[config.mk]
export PLATFORM = sky130hd
export DESIGN_NAME = sub_recover_2_flat
export DESIGN_NICKNAME = d
export VERILOG_FILES = /design/src/rtl/sub_recover_2_if.sv /design/src/rtl/sub_recover_2.sv /design/src/flat_wrapper.sv
export SDC_FILE = /design/constraint.sdc
export NUM_CORES = 1
export LEC_CHECK = 0
export ABC_AREA = 0
export CAP_MARGIN = 20
export CORE_MARGIN = 3
export CORE_UTILIZATION = 30
export CTS_BUF_LIST = sky130_fd_sc_hd__clkbuf_16
export CTS_CLUSTER_DIAMETER = 50
export DETAILED_ROUTE_END_ITERATION = 10
export SYNTH_ARGS = -nofsm -noshare
export SYNTH_HDL_FRONTEND = slang
export SYNTH_SLANG_ARGS = --single-unit
[constraint.sdc]
create_clock -name clk -period 4 [get_ports clk]
set_clock_uncertainty 0.05 [all_clocks]
set_input_delay 0.8 -clock clk [delete_from_list [all_inputs] [get_ports clk]]
set_output_delay 0.8 -clock clk [all_outputs]
set_load 0.005 [all_outputs]
[src/rtl/sub_recover_2_if.sv]
// sub_recover_2_if: operand-in / result-out bundle for sub_recover_2.
//   slave  : the recovery block's view.
//   master : the driver/consumer view.
// Optional feature: SUB2_UFLOW_FLAG_EN adds the out_uflow result flag.
interface sub_recover_2_if #(
    parameter int DSIZE = 64,
    parameter int CNT_W = 16
);
    // Input side: sum word plus three of its addends.
    logic             in_valid;
    logic             in_ready;
    logic [DSIZE-1:0] in_s;
    logic [DSIZE-1:0] in_b;
    logic [DSIZE-1:0] in_c;
    logic [DSIZE-1:0] in_d;

    // Output side: recovered addend and the completed-result count.
    logic             out_valid;
    logic             out_ready;
    logic [DSIZE-1:0] out_diff;
    logic [CNT_W-1:0] out_count;
`ifdef SUB2_UFLOW_FLAG_EN
    logic             out_uflow;
`endif

    modport slave (
        input  in_valid,
        input  in_s,
        input  in_b,
        input  in_c,
        input  in_d,
        input  out_ready,
        output in_ready,
        output out_valid,
        output out_diff,
        output out_count
`ifdef SUB2_UFLOW_FLAG_EN
        ,
        output out_uflow
`endif
    );

    modport master (
        output in_valid,
        output in_s,
        output in_b,
        output in_c,
        output in_d,
        output out_ready,
        input  in_ready,
        input  out_valid,
        input  out_diff,
        input  out_count
`ifdef SUB2_UFLOW_FLAG_EN
        ,
        input  out_uflow
`endif
    );
endinterface

[src/rtl/sub_recover_2.sv]
// sub_recover_2: recovers the fourth addend of a 4-operand sum,
//   out_diff = in_s - in_b - in_c - in_d (mod 2^DSIZE),
//   through a 2-stage valid/ready pipeline (1 result/cycle) and counts
//   completed output handshakes in a wrapping counter.
// Optional feature: define SUB2_UFLOW_FLAG_EN to add out_uflow, set when
//   the exact integer in_s - in_b - in_c - in_d is negative.
module sub_recover_2 #(
    parameter int DSIZE = 64,
    parameter int CNT_W = 16
) (
    input  logic           clk,
    input  logic           rst,
    sub_recover_2_if.slave bus
);

`ifdef SUB2_UFLOW_FLAG_EN
    // Keep the exact integer so its sign can be flagged.
    localparam int S1_W   = DSIZE + 1;
    localparam int FULL_W = DSIZE + 3;
`else
    // Only the modular result is needed; carries above DSIZE are dropped.
    localparam int S1_W   = DSIZE;
    localparam int FULL_W = DSIZE;
`endif

    // Flow control
    logic v1;
    logic v2;
    logic adv1;
    logic adv2;
    logic in_ready_w;
    logic in_hs;
    logic out_hs;

    // Datapath
    logic [S1_W-1:0]   d_sb;
    logic [S1_W-1:0]   d_cd;
    logic [S1_W-1:0]   d_sb_next;
    logic [S1_W-1:0]   d_cd_next;
    logic [FULL_W-1:0] full_next;
    logic [DSIZE-1:0]  diff_q;
    logic [CNT_W-1:0]  count_q;
`ifdef SUB2_UFLOW_FLAG_EN
    logic              uflow_next;
    logic              uflow_q;
`endif

    // Advance rules: a stage moves when it is empty or the stage after it moves.
    // in_ready is combinational from out_ready; there is no skid buffer.
    // NOTE: always_comb assigns every output on every path, so no latch is inferred.
    always_comb begin
        adv2       = ~v2 | bus.out_ready;
        adv1       = ~v1 | adv2;
        in_ready_w = adv1 & ~rst;
        in_hs      = bus.in_valid & in_ready_w;
        out_hs     = v2 & bus.out_ready;
    end

`ifdef SUB2_UFLOW_FLAG_EN
    // Stage-1 operands widened by one bit so the partial results are exact.
    assign d_sb_next = {1'b0, bus.in_s} - {1'b0, bus.in_b};
    assign d_cd_next = {1'b0, bus.in_c} + {1'b0, bus.in_d};
    // d_sb is signed (sign-extend), d_cd unsigned (zero-extend).
    assign full_next  = {{2{d_sb[DSIZE]}}, d_sb} - {2'b00, d_cd};
    assign uflow_next = ($signed(full_next) < $signed({FULL_W{1'b0}}));
`else
    assign d_sb_next = bus.in_s - bus.in_b;
    assign d_cd_next = bus.in_c + bus.in_d;
    assign full_next = d_sb - d_cd;
`endif

    // Stage 1: load on input handshake; drop valid when advancing without one.
    // NOTE: non-blocking assignments for all registered state so every flop samples pre-edge values.
    always_ff @(posedge clk) begin
        if (rst) begin
            v1   <= 1'b0;
            d_sb <= '0;
            d_cd <= '0;
        end else if (adv1) begin
            v1 <= in_hs;
            if (in_hs) begin
                d_sb <= d_sb_next;
                d_cd <= d_cd_next;
            end
        end
    end

    // Stage 2: take stage 1 whenever the output side can move; hold under stall.
    // NOTE: datapath registers are reset too, because out_diff has a defined reset value.
    always_ff @(posedge clk) begin
        if (rst) begin
            v2      <= 1'b0;
            diff_q  <= '0;
`ifdef SUB2_UFLOW_FLAG_EN
            uflow_q <= 1'b0;
`endif
        end else if (adv2) begin
            v2      <= v1;
            diff_q  <= full_next[DSIZE-1:0];
`ifdef SUB2_UFLOW_FLAG_EN
            uflow_q <= uflow_next;
`endif
        end
    end

    // Completed-result counter, wraps naturally at 2^CNT_W.
    always_ff @(posedge clk) begin
        if (rst) begin
            count_q <= '0;
        end else if (out_hs) begin
            count_q <= count_q + {{(CNT_W-1){1'b0}}, 1'b1};
        end
    end

    assign bus.in_ready  = in_ready_w;
    assign bus.out_valid = v2;
    assign bus.out_diff  = diff_q;
    assign bus.out_count = count_q;
`ifdef SUB2_UFLOW_FLAG_EN
    assign bus.out_uflow = uflow_q;
`endif

endmodule

[src/flat_wrapper.sv]
// flat-port wrapper written by rule: the top's interface ports become plain ports
module sub_recover_2_flat 
#(
    parameter int DSIZE = 64,
    parameter int CNT_W = 16
)
  (clk, rst, bus_in_valid, bus_in_s, bus_in_b, bus_in_c, bus_in_d, bus_out_ready, bus_in_ready, bus_out_valid, bus_out_diff, bus_out_count);
  sub_recover_2_if #(.DSIZE(DSIZE), .CNT_W(CNT_W)) bus_i ();
  input  logic clk;
  input  logic rst;
  input wire logic [$bits(bus_i.in_valid)-1:0] bus_in_valid;
  input wire logic [$bits(bus_i.in_s)-1:0] bus_in_s;
  input wire logic [$bits(bus_i.in_b)-1:0] bus_in_b;
  input wire logic [$bits(bus_i.in_c)-1:0] bus_in_c;
  input wire logic [$bits(bus_i.in_d)-1:0] bus_in_d;
  input wire logic [$bits(bus_i.out_ready)-1:0] bus_out_ready;
  output wire logic [$bits(bus_i.in_ready)-1:0] bus_in_ready;
  output wire logic [$bits(bus_i.out_valid)-1:0] bus_out_valid;
  output wire logic [$bits(bus_i.out_diff)-1:0] bus_out_diff;
  output wire logic [$bits(bus_i.out_count)-1:0] bus_out_count;
  assign bus_i.in_valid = bus_in_valid;
  assign bus_i.in_s = bus_in_s;
  assign bus_i.in_b = bus_in_b;
  assign bus_i.in_c = bus_in_c;
  assign bus_i.in_d = bus_in_d;
  assign bus_i.out_ready = bus_out_ready;
  assign bus_in_ready = bus_i.in_ready;
  assign bus_out_valid = bus_i.out_valid;
  assign bus_out_diff = bus_i.out_diff;
  assign bus_out_count = bus_i.out_count;
  sub_recover_2 #(.DSIZE(DSIZE), .CNT_W(CNT_W)) u_core (.clk(clk), .rst(rst), .bus(bus_i));
endmodule
# [Yosys cells after proc, flatten, opt, wreduce, memory -nomap -nowiden]
# Index checks and enable logic that the tools add are counted.
[classes] reduce_logical=1 bitwise=8 add_sub_neg=4
[ops] operator="$sub A64 B64 Y64" count=2
[ops] operator="$add A64 B64 Y64" count=1
[ops] operator="$add A16 B1 Y16 const B" count=1
[ops] operator="$and A1 B1 Y1" count=3
[ops] operator="$not A1 Y1" count=3
[ops] operator="$or A1 B1 Y1" count=2
[ops] operator="$reduce_and A2 Y1" count=1
[totals] input_bits=260 elab_cells=19 output_inout_bits=82 reg_bits=210

# [Longest topological paths before layout]
# Gate-level depths: netlist of the first run.
[logic_depth] ltp_word=6 ltp_mapped=14 mapped_depth_nobuf=14

# [Least setup slack after synthesis of the first run]
# Ideal clock, no wire load.
[synth_timing] kind="input port to flip-flop" startpoint="input bus_in_d[0]" endpoint="register u_core.d_cd[58]" setup_ns=0.132 n_path_buf=0 required_time_ns=3.818 slack_ns=0.420 stages=13 arrival_ns=3.397 path_cell_list="ha_1 fa_1 a211oi_1 o21ai_1 a21oi_1 nor4_1 or3_4 a21o_4 a21oi_1 o41ai_1 nor2_1 mux2i_1 o311ai_1"
[synth_via] elab_chain_cells=1
[synth_lines] element="from (decl)" line_no="flat_wrapper.sv:15" source="input wire logic [$bits(bus_i.in_d)-1:0] bus_in_d;"
[synth_lines] element="$add A64 B64 Y64" line_no="sub_recover_2.sv:68" source="assign d_cd_next = bus.in_c + bus.in_d;"
[synth_lines] element="to (signal assigned)" line_no="sub_recover_2.sv:83" source="d_cd <= d_cd_next;"
[synth_lines] element="to (decl)" line_no="sub_recover_2.sv:37" source="logic [S1_W-1:0] d_cd;"
# No other way between the ends.
# A chain may end at the register's enable or synchronous reset.

# [Worst setup path after layout of the first run]
# Ends and elaborated chain as after synthesis.

==> impl_results.md, run 1 <==
- Vias in the first global route: 18500
- Core area: 60900 um^2
- DR DRC count: 0
- Max frequency: 263 MHz
- Setup WS pre-CTS: -0.339 ns
- WL/cell: 17.3 um
- Die area: around 65000 um^2
- FF/Latch Area: approximately 4200 um^2
- CTS tree: done
- Top FF cell, synth: dfxtp_1
- Crit-path cells: clkdlybuf4s50_1, ha_1, fa_1, a211oi_1, o21ai_1, a21oi_1, buf_4, nor4_1, or3_4, a21o_4, a21oi_1, o41ai_1, nor2_1, mux2i_1, o311ai_1
- Final Instance Count excl. Fillers: approximately 3800
- Post-synth top area cell: dfxtp_1
- Synthesized cell area: 18700 um^2
- Dpl hpwl: 54300 um
- NetSw: 4160 uW
- Buffer depth of the longest clock path: 3
- TritonCTS Buffers: 30
- Gpl congestion: 0.919
- Clk sinks: 210
- Die Y-Extent: 255 um
- Hold Path Class: flop to flop
- Iter 0 DRT Violations: ~1200
- Post-synth top cells: 266 x a21oi_1, 265 x nand2_1, 210 x dfxtp_1, 190 x ha_1, 187 x inv_1
- Part of the power in registers: 0.260
- Startpoint Class: input pin
- Clk slew on worst S/H paths: 0.05 ns
- Async S/R FF share, synth: 0
- RSZ-0062 raised after global routing: false
- Worst Slack Setup Final: roughly 0.2 ns
- Die width: 255 um
- Post-synth cell types: 90
- CP delay by family, top: compound AO/OA/AOI/OAI gates
- P&R area growth vs syn: 33.2%
- Sw Ratio: 0.390
- Synthesized flop and latch total: 210
- Post-Syn Instances: 2539
- Max stage delay on crit path: 0.41 ns
- Via count: 19300
- Outcome: finished clean
- Setup Crit Path Kind: input pin to flop
- DR vias/cell: about 5.1
- I/O Buffers: 341
- Slew headroom: 0.511
- Remaining global-route overflow: 0
- CTS Root Cell: clkbuf_16
- Gate power share: 0.494
- DP Cell Count: 3738
- DRT Pass-1 Iters: 5
- Post-synth EDFFs: 0
- Drt total wl: 65800 um
- Count leader, synth: a21oi_1
- Starting Density: 0.306
- # rows: 90
- First-pass GRT wire length: ~100000 um
- Largest net degree at the start of global routing: 67
- Fin crit share: 0.950
- Net Count, Synth: 2992
- Max-slew violation count: 0
- # diodes: 0
- Crit Path Max Fanout: 3
- Static Leak: 0.0107 uW
- Slew @ Worst Pin: approximately 0.73 ns
- Clk pwr share: 0.246
- Fraction of layout cells with a size suffix above 1: 0.0951
- Int Pwr: 6500 uW
- Worst Setup End Kind: flop
- CP Data Required Time: between 4 and 5 ns
- CP bufs+invs: 2
- Total GRT Usage: 0.193
- Minimum clock period: ~3.8 ns
- Ys Warns: 0
- Layout fillers: 6380
- Clock Latency Late Sink: about 0.57 ns
- CTS Hold Bufs: 0
- Worst Path Arrival: 4.17 ns
- Multi-input logic area: roughly 13000 um^2
- IO Count: 342
- Top post-synthesis cells by area: dfxtp_1 23%, ha_1 13%, a21oi_1 7.1%
- Seq/Total Area, Yosys: 0.225
- Initial antenna violation count: 0
- Maximum VDD drop: 0.326 mV
- Worst path slowest cell: or3_4
- Final Hold Viols: 0
- Fin nets: 3395
- Antenna Nets Post-Route: 0
- H-tree lvl count: 1
- Synth top area share: 0.225
- Final setup fails: 0
- Avg Inst Size Synth: 7.35 um^2
- Max Cap Violations: 0
- P per Cell Area: around 430 nW/um^2
- Worst path most repeated cell: a21oi_1
logic make-up (layout without fill, tap and decap cells):
logic type,after synthesis,in the layout,synth area share
AOI/OAI and AO/OA,860,860,0.297
muxes,5,5,0.00268
DFF,210,210,0.225
xor gates and xnor gates,175,175,0.0821
adders and majority gates,193,193,0.131
and+or+nand+nor,770,770,0.196
buffers and inverters,326,752,0.0667
stage by stage:
stage	hold slack (ns)	cell area, um^2	TNS [ns]	total power [uW]	utilization
global placement	0.385	23900	-5.09	8020	0.392
finish	0.397	24800	0	10700	0.408
CTS	0.399	24800	0	10700	0.408
global route	0.412	24800	0	11400	0.408
floorplan	0.375	18700	0	5970	-
detailed placement	0.391	23900	-6.24	8040	0.392
tightest hold or removal path, cell delays in order, from the launching register on:
cell     delay, ns
dfxtp_1       0.30
nand2_1       0.05
o21ai_1       0.05
cells in the final DEF, fill, tap and decap left out, types with 33 or more instances in the layout:
cell,n
inv_1,186
ha_1,190
nor3_1,33
o21ai_1,43
a21o_1,100
nand3_1,131
o21ai_0,182
xor2_1,60
a21oi_1,266
xnor2_1,115
o21bai_1,50
nor2_1,142
dfxtp_1,210
nand2_1,264
clkdlybuf4s50_1,340
nand4_1,66
buf_4,170
routing by layer:
metal	share of wire	track usage
met4	0.020	0.0425
met3	0.049	0.0179
met2	0.43	0.301
met1	0.50	0.286
met5	0	0
cell type report:
class | instances | area share
timing repair buffer | 510 | 0.188
clock inverter | 24 | 0.00851
multi-input combinational | 2003 | 0.533
sequential | 210 | 0.169
tap | 828 | 0.0417
clock buffer | 31 | 0.0312
inverter | 187 | 0.0283
registers in the layout, summed over array words and instances (netlist names):
register and flops:
u_core.d_sb 64, u_core.v1 1, u_core.bus.out_count 16, u_core.bus.out_valid 1
u_core.bus.out_diff 64, u_core.d_cd 64
path summary, 6_finish.rpt:
kind         cells past startpoint  slack, ns                       to       startpoint
max                             15       0.20          u_core.d_cd[58]      bus_in_d[0]
min                              2       0.40          u_core.d_cd[54]  u_core.d_cd[54]
max reg2reg                     14       0.42  u_core.bus.out_diff[62]   u_core.d_sb[0]
min reg2reg                      2       0.40          u_core.d_cd[54]  u_core.d_cd[54]
power groups by stage:
| stage | Clock [uW] | Sequential, uW | Combinational, uW |
|---|---|---|---|
| 2_1_floorplan | 0 | 2750 | 3210 |
| 3_3_place_gp | 0 | 2800 | 5220 |
| 3_5_place_dp | 0 | 2810 | 5230 |
| 4_1_cts | 2690 | 2770 | 5260 |
| 5_1_grt | 2780 | 2820 | 5790 |
| 6_report | 2620 | 2770 | 5260 |
timing repair:
action	4_1_cts	5_1_grt
gates resized for setup	0	1
buffers inserted	0	0
setup endpoints to repair	0	3
Note: power is estimated with default switching activity, not from simulation.
==> run 2: changes to the inputs <==
SLEW_MARGIN = 15   (was unset)
==> results of run 2 <==
Final layout, timing and power as in run 1 (identical DEF).
==> run 3: changes to the inputs <==
SLEW_MARGIN = 20   (was 15)
clock period = 4.3 ns   (was 4 ns; I/O delays follow)
==> run 3 against run 2 <==
Effect of this change:
- critical path depth increased by 1
- sequential cell count did not move
- final area decreased by 2.0%
- combinational power down 8.6%
- die area stayed put
- total power shrank 4.8%
- final cell count shrank 2.2%
- worst hold slack worse by 0.00072 ns
- clock power rose by 5%
- critical endpoint is now u_core.d_cd[54]
==> impl_results.md, run 3 (same netlist as run 1, synthesis figures left out) <==
- Outcome: finished clean
- Clk sinks: 210 (unchanged)
- Sw Ratio: 0.382 (-0.00805)
- Drt total wl: 65100 um (-1.1%)
- Die width: 255 um (unchanged)
- Buffer depth of the longest clock path: 3 (unchanged)
- Iter 0 DRT Violations: 1198 (+1.7%)
- Maximum VDD drop: 0.252 mV (-23%)
- Max Cap Violations: 0 (unchanged)
- Largest net degree at the start of global routing: 92 (+37%)
- Hold Path Class: flop to flop
- TritonCTS Buffers: 31 (+3.3%)
- # rows: 90 (unchanged)
- Dpl hpwl: 53300 um (-1.8%)
- IO Count: 342 (unchanged)
- CTS tree: done
- Crit-path cells: clkdlybuf4s50_1, ha_1, fa_1, a211oi_1, o21ai_1, a21oi_1, buf_4, nor4_1, or3_4, a21o_4, a21oi_1, o41ai_1, nor2_1, buf_4, xnor2_1, o21ai_1
- Fraction of layout cells with a size suffix above 1: 0.0694 (-0.0257)
- Gate power share: 0.474 (-0.020)
- Minimum clock period: 3.88 ns
- Die area: 65200 um^2 (unchanged)
- NetSw: 3880 uW (-6.7%)
- Part of the power in registers: 0.254 (-0.006)
- Total Power: 10100 uW (-4.8%)
- Worst setup path start: bus_in_d[0]
- Final setup fails: 0 (unchanged)
- Hold Crit Start: u_core.d_sb[35]
- Antenna Nets Post-Route: 0 (unchanged)
- Starting Density: 0.306 (unchanged)
- Startpoint Class: input pin
- Fin nets: 3311 (-2.5%)
- Initial antenna violation count: 3 (+3)
- Gpl congestion: 0.903 (-1.7%)
- Layout fillers: 6421 (+0.64%)
- Clock Latency Late Sink: 0.59 ns (+0.02 ns)
- Multi-input logic area: 13200 um^2 (about the same)
- CTS Hold Bufs: 0 (unchanged)
- Worst Setup End Kind: flop
- CP delay by family, top: compound AO/OA/AOI/OAI gates
- Remaining global-route overflow: 0 (unchanged)
- Placed Instance Area: 23200 um^2 (-2.6%)
- Fin util: 0.400 (-0.00813)
- CP bufs+invs: 3 (+1)
- P&R area growth vs syn: 30.5%
- DR vias/cell: 5.11 (+0.52%)
- Via count: 19000 (-1.6%)
- Max stage delay on crit path: 0.41 ns (about the same)
- Clk slew on worst S/H paths: 0.06 ns (about the same)
- I/O Buffers: 341 (unchanged)
- Final Hold Viols: 0 (unchanged)
- Fin crit share: 0.903
- Finished Cell Area: 24300 um^2 (-2.0%)
- Postcts setup bufs: 0 (unchanged)
- P per Cell Area: 417 nW/um^2 (-2.8%)
- Core area: 60900 um^2 (unchanged)
- Die Y-Extent: 255 um (unchanged)
- Max frequency: 257 MHz
- Most frequent cells in the layout: 340 x clkdlybuf4s50_1, 266 x a21oi_1, 264 x nand2_1, 210 x dfxtp_1, 190 x ha_1
- R2r setup slk: 0.69 ns (+0.27 ns)
- Most common cell after layout, fill and taps aside: clkdlybuf4s50_1
- H-tree lvl count: 1 (unchanged)
- Post-cts resize count: 0 (unchanged)
- Total negative slack: 0 ns (unchanged)
- Worst Path Arrival: 4.26 ns (+0.09 ns)
- Slew @ Worst Pin: 0.729 ns (+0.00207 ns)
- Setup Crit Path Kind: input pin to flop
- Int Pwr: 6270 uW (-3.5%)
- DR DRC count: 0 (unchanged)
- Worst path slowest cell: or3_4
- FF/Latch Area: 4200 um^2 (unchanged)
- DRT Pass-1 Iters: 6 (+1)
- CP Data Required Time: 4.68 ns (+0.30 ns)
- Vias in the first global route: 18000 (-2.5%)
- Clk pwr share: 0.272 (+0.026)
- WL/cell: 17.5 um (+1.1%)
- RSZ-0062 raised after global routing: false
- Total GRT Usage: 0.190 (-0.00289)
- Max-slew violation count: 0 (unchanged)
- CTS Root Cell: clkbuf_16
- Static Leak: 0.0103 uW (-3.1%)
- Slew headroom: 0.514 (+0.00309)
- Reg2reg start: u_core.d_sb[0]
- Crit Path Max Fanout: 3 (unchanged)
- First-pass GRT wire length: 101000 um (-1.3%)
==> run 3: changes by cell type in the layout (fill, tap and decap cells not counted), moves of 2 or more <==
cell       change
clkinv_4       -3
bufinv_16      +5
diode_2        +2
clkinv_1       -4
buf_4         -86
==> run 3: path summary, 6_finish.rpt <==
path,end,cells past startpoint
setup / recovery,u_core.d_cd[54],16
hold / removal,u_core.d_sb[35],2
setup reg to reg,u_core.bus.out_diff[62],14
hold reg to reg,u_core.d_sb[35],2
==> run 3: through the flow <==
step / cells / hold slack (ns) / setup slack, ns
after detailed placement: 3653 / 0.392 / -0.131
after global placement: 3653 / 0.386 / -0.106
final: 3711 / 0.396 / 0.416
after floorplan: 2539 / 0.375 / 0.660
after CTS: 3709 / 0.400 / 0.429
after global routing: 3711 / 0.417 / 0.101
==> run 3: cell type report <==
class                      count  share of cell area
sequential                   210               0.173
timing repair buffer         425               0.166
antenna                        2            0.000206
multi-input combinational   2003               0.543
clock inverter                25              0.0140
tap                          828              0.0425
inverter                     187              0.0288
clock buffer                  31              0.0319
==> run 3: power by group through the flow <==
| stage | logic, uW | clock network [uW] | registers (uW) |
|---|---|---|---|
| after detailed placement | 4770 | 0 | 2610 |
| after floorplan | 2990 | 0 | 2560 |
| final | 4810 | 2760 | 2570 |
| after global placement | 4770 | 0 | 2600 |
| after global routing | 5290 | 2890 | 2620 |
| after CTS | 4800 | 2810 | 2570 |
==> run 3: layer usage <==
metal | global-route usage | vias up | part of all wire
li1 | - | 9709 | -
met5 | 0 | - | 0
met2 | 0.293 | 489 | 0.43
met1 | 0.283 | 8699 | 0.51
met4 | 0.0419 | 0 | 0.020
met3 | 0.0192 | 74 | 0.048
==> run 3: worst min-delay path: cells and delay by family, from the launching register on <==
kind | cells | cell delay (ns)
compound gates | 1 | 0.05
flops | 1 | 0.31
simple gates | 1 | 0.05
